[config.mk]
export PLATFORM = sky130hd
export DESIGN_NAME = prefetch_queue
export DESIGN_NICKNAME = d
export VERILOG_FILES = /design/src/rtl/prefetch_queue.sv
export SDC_FILE = /design/constraint.sdc
export NUM_CORES = 1
export LEC_CHECK = 0
export BUFFER_PORTS_ARGS = -buffer_cell sky130_fd_sc_hd__buf_2
export CORE_MARGIN = 2
export CORE_UTILIZATION = 45
export DETAILED_ROUTE_END_ITERATION = 7
export GPL_ROUTABILITY_DRIVEN = 1
export GPL_TIMING_DRIVEN = 0
export SLEW_MARGIN = 20
export SYNTH_ARGS = -nofsm -noshare
export SYNTH_HDL_FRONTEND = slang
export SYNTH_SLANG_ARGS = --single-unit
export TNS_END_PERCENT = 5
[constraint.sdc]
create_clock -name clk -period 4.88 [get_ports clk]
set_input_delay 0.732 -clock clk [delete_from_list [all_inputs] [get_ports clk]]
set_output_delay 0.732 -clock clk [all_outputs]
set_load 0.01 [all_outputs]
[src/rtl/prefetch_queue.sv]
// prefetch_queue: instruction prefetch buffer in front of an AXI4-Lite read
// port. It keeps at most DEPTH reads either in flight or buffered, tags each
// returned word with its fetch address and hands entries out in fetch order.
// Build option: define PREFETCH_ACCESS_FAULT_EN to turn a non-OKAY rresp into
// an instruction access fault (cause 1, IR forced to zero) carried with the
// entry; without it rresp is ignored and the exception outputs stay zero.
//
// Handshakes: a transfer happens on a rising clock edge where valid and ready
// are both high. A producer that has raised valid keeps valid and its payload
// unchanged until that edge. This holds for AR, R and valid_out/ready_in.
module prefetch_queue #(
   parameter int          DEPTH      = 4,
   parameter logic [31:0] RESET_ADDR = 32'h0000_0000
) (
   input  logic        clk,
   input  logic        reset,
   input  logic        flush_in,
   input  logic [31:0] flush_addr,
   output logic        valid_out,
   input  logic        ready_in,
   output logic [31:0] PC_out,
   output logic [31:0] IR_out,
   output logic        exc_pend_out,
   output logic [31:0] exc_cause_out,
   output logic [31:0] imem_axi_araddr,
   output logic [2:0]  imem_axi_arprot,
   output logic        imem_axi_arvalid,
   input  logic        imem_axi_arready,
   input  logic [31:0] imem_axi_rdata,
   input  logic [1:0]  imem_axi_rresp,
   input  logic        imem_axi_rvalid,
   output logic        imem_axi_rready
);
   localparam int AW = $clog2(DEPTH);
   localparam int CW = AW + 1;

   logic [31:0]   pc_mem [DEPTH];
   logic [31:0]   ir_mem [DEPTH];
   logic [AW-1:0] rd_ptr, wr_ptr;
   logic [CW-1:0] count, outstanding, discard;
   logic [CW-1:0] count_n, out_n, disc_n;
   logic [CW:0]   used;
   logic [31:0]   fetch_addr;  // next address to request after the current one
   logic [31:0]   hold_addr;   // address of an AR waiting for arready
   logic [31:0]   resp_pc;     // fetch address of the oldest live outstanding read
   logic          ar_hold;     // an AR was presented and not yet accepted
   logic          ar_stale;    // the held AR predates a flush; its data is dropped
   logic [31:0]   wr_ir;
   logic          ar_hs, ar_new, ar_late;
   logic          r_hs, r_take, r_drop, push, pop;

   // Every buffered entry, live read and doomed read owns one slot; a new
   // read is only requested while a slot is free, so rready can stay high.
   assign used             = (CW+1)'(count) + (CW+1)'(outstanding) + (CW+1)'(discard);
   assign imem_axi_arvalid = ~reset & (ar_hold | (~flush_in & (used < (CW+1)'(DEPTH))));
   assign imem_axi_araddr  = ar_hold ? hold_addr : fetch_addr;
   assign imem_axi_arprot  = 3'b110;
   assign imem_axi_rready  = 1'b1;

   assign ar_hs   = imem_axi_arvalid & imem_axi_arready;
   assign ar_late = ar_hs & ar_hold & ar_stale;
   assign ar_new  = ar_hs & ~(ar_hold & ar_stale);
   assign r_hs    = imem_axi_rvalid;
   assign r_drop  = r_hs & (discard != '0);
   assign r_take  = r_hs & (discard == '0);
   assign push    = r_take & ~flush_in;
   assign pop     = valid_out & ready_in & ~flush_in;

   assign valid_out = (count != '0);
   assign PC_out    = pc_mem[rd_ptr];
   assign IR_out    = ir_mem[rd_ptr];

`ifdef PREFETCH_ACCESS_FAULT_EN
   logic fault;
   logic exc_mem [DEPTH];
   assign fault         = (imem_axi_rresp != 2'b00);
   assign wr_ir         = fault ? 32'h0000_0000 : imem_axi_rdata;
   assign exc_pend_out  = exc_mem[rd_ptr];
   assign exc_cause_out = {31'd0, exc_mem[rd_ptr]};

   // Fault flag storage alongside the PC/IR entries.
   always_ff @(posedge clk) begin
      if (push) exc_mem[wr_ptr] <= fault;
   end
`else
   logic unused_rresp;
   assign unused_rresp  = ^imem_axi_rresp;
   assign wr_ir         = imem_axi_rdata;
   assign exc_pend_out  = 1'b0;
   assign exc_cause_out = 32'd0;
`endif

   // Occupancy bookkeeping; a flush moves every live read (and any read the
   // slave accepts in the flush cycle) into the discard count, minus a
   // response that returns in that same cycle.
   always_comb begin
      count_n = count;
      out_n   = outstanding;
      disc_n  = discard;
      if (flush_in) begin
         count_n = '0;
         out_n   = '0;
         disc_n  = discard + outstanding + CW'(ar_hs) - CW'(r_hs);
      end else begin
         count_n = count + CW'(push) - CW'(pop);
         out_n   = outstanding + CW'(ar_new) - CW'(r_take);
         disc_n  = discard + CW'(ar_late) - CW'(r_drop);
      end
   end

   // Control state: pointers, counters, fetch address and the AR hold latch.
   always_ff @(posedge clk or posedge reset) begin
      if (reset) begin
         rd_ptr      <= '0;
         wr_ptr      <= '0;
         count       <= '0;
         outstanding <= '0;
         discard     <= '0;
         fetch_addr  <= RESET_ADDR;
         hold_addr   <= RESET_ADDR;
         resp_pc     <= RESET_ADDR;
         ar_hold     <= 1'b0;
         ar_stale    <= 1'b0;
      end else begin
         count       <= count_n;
         outstanding <= out_n;
         discard     <= disc_n;
         ar_hold     <= imem_axi_arvalid & ~imem_axi_arready;
         if (imem_axi_arvalid & ~imem_axi_arready & ~ar_hold) hold_addr <= fetch_addr;
         if (flush_in) begin
            rd_ptr     <= '0;
            wr_ptr     <= '0;
            fetch_addr <= flush_addr;
            resp_pc    <= flush_addr;
            ar_stale   <= ar_hold & ~imem_axi_arready;
         end else begin
            if (push) begin
               wr_ptr  <= wr_ptr + AW'(1);
               resp_pc <= resp_pc + 32'd4;
            end
            if (pop) rd_ptr <= rd_ptr + AW'(1);
            if (ar_new) fetch_addr <= fetch_addr + 32'd4;
            if (ar_hs) ar_stale <= 1'b0;
         end
      end
   end

   // Entry storage; responses return in order, so the entry PC is resp_pc.
   always_ff @(posedge clk) begin
      if (push) begin
         pc_mem[wr_ptr] <= resp_pc;
         ir_mem[wr_ptr] <= wr_ir;
      end
   end
endmodule

### Yosys cells after proc, flatten, opt, wreduce, memory -nomap -nowiden

Memory sizes are Yosys's and may differ from the RTL's.
Cells that the tools add are included.
W data, S select, Z words.

* add/sub/neg operators: 15
* reduce and logical (&&, ||, !) cells: 7
* $lt $le $gt $ge: 1
* bitwise gates (word level): 21
* mux-type cells: 16

Operators by type and width (number)
* $mux W32: 5
* $add A32 B3 Y32 const B: 2
* $and A1 B1 Y1: 15
* $add A3 B1 Y3: 4
* $sub A3 B1 Y3: 4
* $mux W3: 3
* $mux W2: 4
* $reduce_bool A2 Y1: 4
* $reduce_bool A3 Y1: 2
* $not A1 Y1: 5
* $add A2 B1 Y2 const B: 2
* $add A3 B3 Y4: 1
* $add A4 B3 Y4: 1
* $lt A4 B3 Y1 const B: 1
* $mux W1: 4
* $add A3 B3 Y3: 1
* $logic_not A3 Y1: 1
* $or A1 B1 Y1: 1

* logic and storage cells: 72
* memories kept: 2
* bits in registers: 111
* output and inout port bits: 135
* input bits: 72
* memory bits (writable): 256

Memory list
* ir_mem: depth 4, bits a word 32, read ports 1, clocked after Yosys merged registers in 0, wr ports 1, RTL line 38 `logic [31:0] ir_mem [DEPTH];`
* pc_mem: depth 4, bits a word 32, read ports 1, clocked after Yosys merged registers in 0, wr ports 1, RTL line 37 `logic [31:0] pc_mem [DEPTH];`

### Logic depth before layout (Yosys ltp)

* word-level depth: 12
* mapped depth: 15

### Worst setup path before layout

No wires, ideal clock.

* path type: input to register
* from: in reset
* to: reg fetch_addr[2]
* arrival: 3800 ps
* library setup time: 82 ps
* slack: 998 ps
* required time: 4798 ps
* buffers on the path: 0
* cell stages on the path: 4
* path through: inv_1 -> nand2_1 -> or3_1 -> a31oi_1

* longest elaborated chain between the ends: 5

RTL lines
* from (decl): RTL line 16 `input logic reset,`
* $not A1 Y1: RTL line 55 `assign imem_axi_arvalid = ~reset & (ar_hold | (~flush_in & (used < (CW+1)'(DEPTH))));`
* $and A1 B1 Y1: RTL line 55
* $and A1 B1 Y1: RTL line 60 `assign ar_hs = imem_axi_arvalid & imem_axi_arready;`
* $and A1 B1 Y1: RTL line 62 `assign ar_new = ar_hs & ~(ar_hold & ar_stale);`
* $reduce_bool A2 Y1 (no source line)
* to (signal assigned): RTL line 133 `fetch_addr <= flush_addr;`
* to (signal assigned): RTL line 142 `if (ar_new) fetch_addr <= fetch_addr + 32'd4;`
* to (decl): RTL line 43 `logic [31:0] fetch_addr;`

No other way between the ends.
A chain may end at the register's enable or synchronous reset.

### Final worst setup path

* from: reg discard[1]
* to: reg outstanding[2]

* longest elaborated chain between the ends: 10
* elaborated cells on any way between the ends: 12
* those cells by class: add/sub (3); order compare (1); mux (1); bitwise (6); reduce/logical (1)

RTL lines
* from (decl): RTL line 40 `logic [CW-1:0] count, outstanding, discard;`
* from (signal assigned): RTL line 127 `discard <= disc_n;`
* $add A4 B3 Y4: RTL line 54 `assign used = (CW+1)'(count) + (CW+1)'(outstanding) + (CW+1)'(discard);`
* $lt A4 B3 Y1: RTL line 55
* $and A1 B1 Y1: RTL line 55
* $or A1 B1 Y1: RTL line 55
* $and A1 B1 Y1: RTL line 55
* $and A1 B1 Y1: RTL line 60
* $and A1 B1 Y1: RTL line 62
* $add A3 B1 Y3: RTL line 106 `out_n = outstanding + CW'(ar_new) - CW'(r_take);`
* $sub A3 B1 Y3 (*): RTL line 106
* $mux W3 (*): RTL line 100 `if (flush_in) begin`
* net out_n[2]: RTL line 41 `logic [CW-1:0] count_n, out_n, disc_n;`
* to (signal assigned): RTL line 126 `outstanding <= out_n;`
* to (decl): RTL line 40

Mark *: on every way through the listed nets, which the timed path passes. The rest lies on a longest branch.

==> flow_summary.json <==
{
  "placed_cells": 1715,
  "r2r_setup_slack_ps": 560,
  "synthTopCellsByArea": "edfxtp_1 (47%), dfrtp_1 (17%), mux4_2 (8.8%), mux2_4 (2.8%), mux2_2 (2.4%)",
  "grt_util_all_layers": 0.2021,
  "cts_max_level": 2,
  "ys_ff_latch": 367,
  "critical_path.slowest_cell": "fa_1",
  "core_area_mm2": 0.03566,
  "pwr-share-seq": 0.422,
  "endpoint_kind": "flip-flop",
  "power.total_mw": 9.165,
  "crit_family": "adder cells",
  "cts_tree": "built",
  "cts_made_buffers": 40,
  "fin_crit_ps": 4315,
  "pin_count": 207,
  "pwr-share-clk": 0.316,
  "grt_pass1_wl_um": 59000,
  "yosysSeqAreaShare": 0.6405,
  "ys_types": 59,
  "finalMaxSlewViolations": 0,
  "dp_slack_ps": 584.1,
  "fp.dieW_um": 194.5,
  "combPwrFrac": 0.262,
  "area_growth_syn_to_layout_pct": 18.04,
  "grt_max_degree": 69,
  "dp_hpwl_um": 26160,
  "power_density_mw_per_mm2": 475.2,
  "async_flop_share": 0.3025,
  "crit_chain": "inv_1 -> fa_1 -> or2_2 -> fa_1 -> or3b_1 -> o21ai_0 -> buf_2 -> nand2_1 -> ha_1 -> inv_1 -> ha_1 -> inv_1 -> fa_1 -> xnor2_1 -> nor2_1",
  "clock.fmax_ghz": 0.2317,
  "vias": 10049,
  "port-buffer-count": 166,
  "drt-total-wl_um": 38210,
  "gp_congestion": 0.8644,
  "slew-limit-headroom": 0.3840,
  "crit_fanout": 10,
  "grt-ovfl-total": 0,
  "critPathLaunchType": "flip-flop",
  "cap_violations": 0,
  "antenna_found_initial": 0,
  "crit_buf_inv": 4,
  "ctsLongestPathBuffers": 3,
  "p_sw_frac": 0.2932,
  "die_y_um": 194.5,
  "grt_pass1_vias": 10011,
  "final_antenna_net_count": 0,
  "reg2reg_depth": 15,
  "status": "complete, no violations",
  "p_int_mw": 6.478,
  "fin_worst_skew_ps": 12.13,
  "synthTopCellsByCount": "edfxtp_1 (256), dfrtp_1 (111), mux4_2 (64), nor2_1 (59), buf_4 (39)",
  "cts_resized": 0,
  "synth_most_common_cell": "edfxtp_1",
  "post_cts_buffers": 0,
  "rsz0062_at_grt": "no",
  "firstDrtPassIters": 7,
  "initial_core_util": 0.4582,
  "clkLatencyLatePin_ps": 540,
  "hold_class": "in2async",
  "worst_slack_ps": 564.7,
  "n_antenna_cell": 0,
  "switchingPower_mw": 2.687,
  "synth_top_cell_area_share": 0.4705,
  "synth_cells": 1048,
  "synth-main-ff-cell": "edfxtp_1",
  "drt-wirelength-per-cell_um": 21.36,
  "crit_arrival_ps": 4720,
  "yosysWarnings": 0,
  "peakVddDrop_mv": 0.3415,
  "dieArea_mm2": 0.03785,
  "setup_violations": 0,
  "worst_ep_required_time_ps": 5280,
  "drt_iter0_markers": 767,
  "nets": 1391,
  "root_buffer": "clkbuf_16",
  "synth_area_mm2": 0.01634,
  "drive_above_1_share": 0.3185,
  "cts_hold_buf": 0,
  "leakagePower_nw": 7.139,
  "instances_no_fill": 1789,
  "synth.avg_cell_area_um2": 15.59,
  "rr_startpoint": "discard[1]",
  "viasPerCell": 5.617,
  "synth_top_area_cell": "edfxtp_1",
  "reg2reg_to": "outstanding[2]",
  "critical_path_class": "reg2reg",
  "worst_slew_pin_slew_ps": 924.1,
  "clk_pin_slew_ps": 60,
  "fp-row-count": 69,
  "hold_violations": 0,
  "cts_sinks": 367,
  "post-route-period-util": 0.8843,
  "setup_tns_ps": 0,
  "drcViolationCount": 0,
  "synth_edf_count": 256,
  "critical-path-max-stage-delay_ps": 510
}
## placed cells by master (no fill, tap or decap), types with 35 or more instances in the layout
master / count
buf_2: 179
buf_4: 39
clkbuf_1: 44
clkbuf_16: 41
conb_1: 37
dfrtp_1: 111
edfxtp_1: 256
mux2_2: 35
mux4_2: 64
nor2_1: 59
## registers in the layout, indices dropped and copies added, names as in the netlist
name         count
ir_mem         128
pc_mem         128
fetch_addr      32
hold_addr       32
resp_pc         32
count            3
discard          3
outstanding      3
rd_ptr           2
wr_ptr           2
ar_hold          1
ar_stale         1
## metal layers
| layer | part of all wire | GRT usage | up-vias |
|---|---|---|---|
| li1 | - | - | 4531 |
| met1 | 0.44 | 0.2836 | 5053 |
| met2 | 0.47 | 0.3202 | 383 |
| met3 | 0.061 | 0.03696 | 82 |
| met4 | 0.030 | 0.06809 | 0 |
| met5 | 0 | 0 | - |
## kinds of logic after synthesis
logic type / share of synthesized area
AO/OA/AOI/OAI: 0.05223
multiplexers: 0.1405
other: 0.0004597
adder cells (fa/ha/maj): 0.02129
AND/OR/NAND/NOR: 0.09305
flip-flops: 0.6405
XOR/XNOR: 0.01072
buffers and inverters: 0.04120
## worst register-to-register path, stage by stage, from the launching register on
cell and delay (ps):
dfrtp_1 420, inv_1 160, fa_1 430, or2_2 310, fa_1 510, or3b_1 370, o21ai_0 460, buf_2 340
nand2_1 90, ha_1 270, inv_1 50, ha_1 130, inv_1 50, fa_1 370, xnor2_1 160, nor2_1 50
## cell type report
class	instances	area, um2
buffer	101	571.8
clock inverter	20	176.4
clock buffer	54	1085
timing repair buffer	171	953.4
inverter	27	106.4
tap	461	576.8
multi-input combinational	588	5351
sequential	367	10470
fill	2962	16370
## how the worst max path moves through the flow
stage	depth (start not counted)	slack (ps)	start	to
2_1_floorplan	4	1000	reset	fetch_addr[2]
5_1_grt	15	390	discard[1]	outstanding[2]
6_report	15	560	discard[1]	outstanding[2]
3_5_place_dp	15	580	discard[1]	outstanding[2]
4_1_cts	15	520	discard[1]	outstanding[2]
3_3_place_gp	2	-520	reset	resp_pc[7]
## power by group through the flow
stage | Clock [mW] | Sequential, mW | Combinational, mW
global placement | 0 | 3.92 | 2.38
floorplan | 0 | 3.85 | 1.72
CTS | 2.97 | 3.87 | 2.43
finish | 2.90 | 3.87 | 2.40
global route | 3.09 | 3.91 | 2.61
detailed placement | 0 | 3.92 | 2.41
## through the flow
step	area, um2	util	hold WS, ps
CTS	19290	0.5409	285.0
floorplan	16470	-	473.6
finish	19290	0.5409	295.1
global route	19290	0.5409	326.3
global placement	17880	0.5014	482.5
detailed placement	18020	0.5055	487.3
No activity file was read; power rests on OpenSTA's default activity.
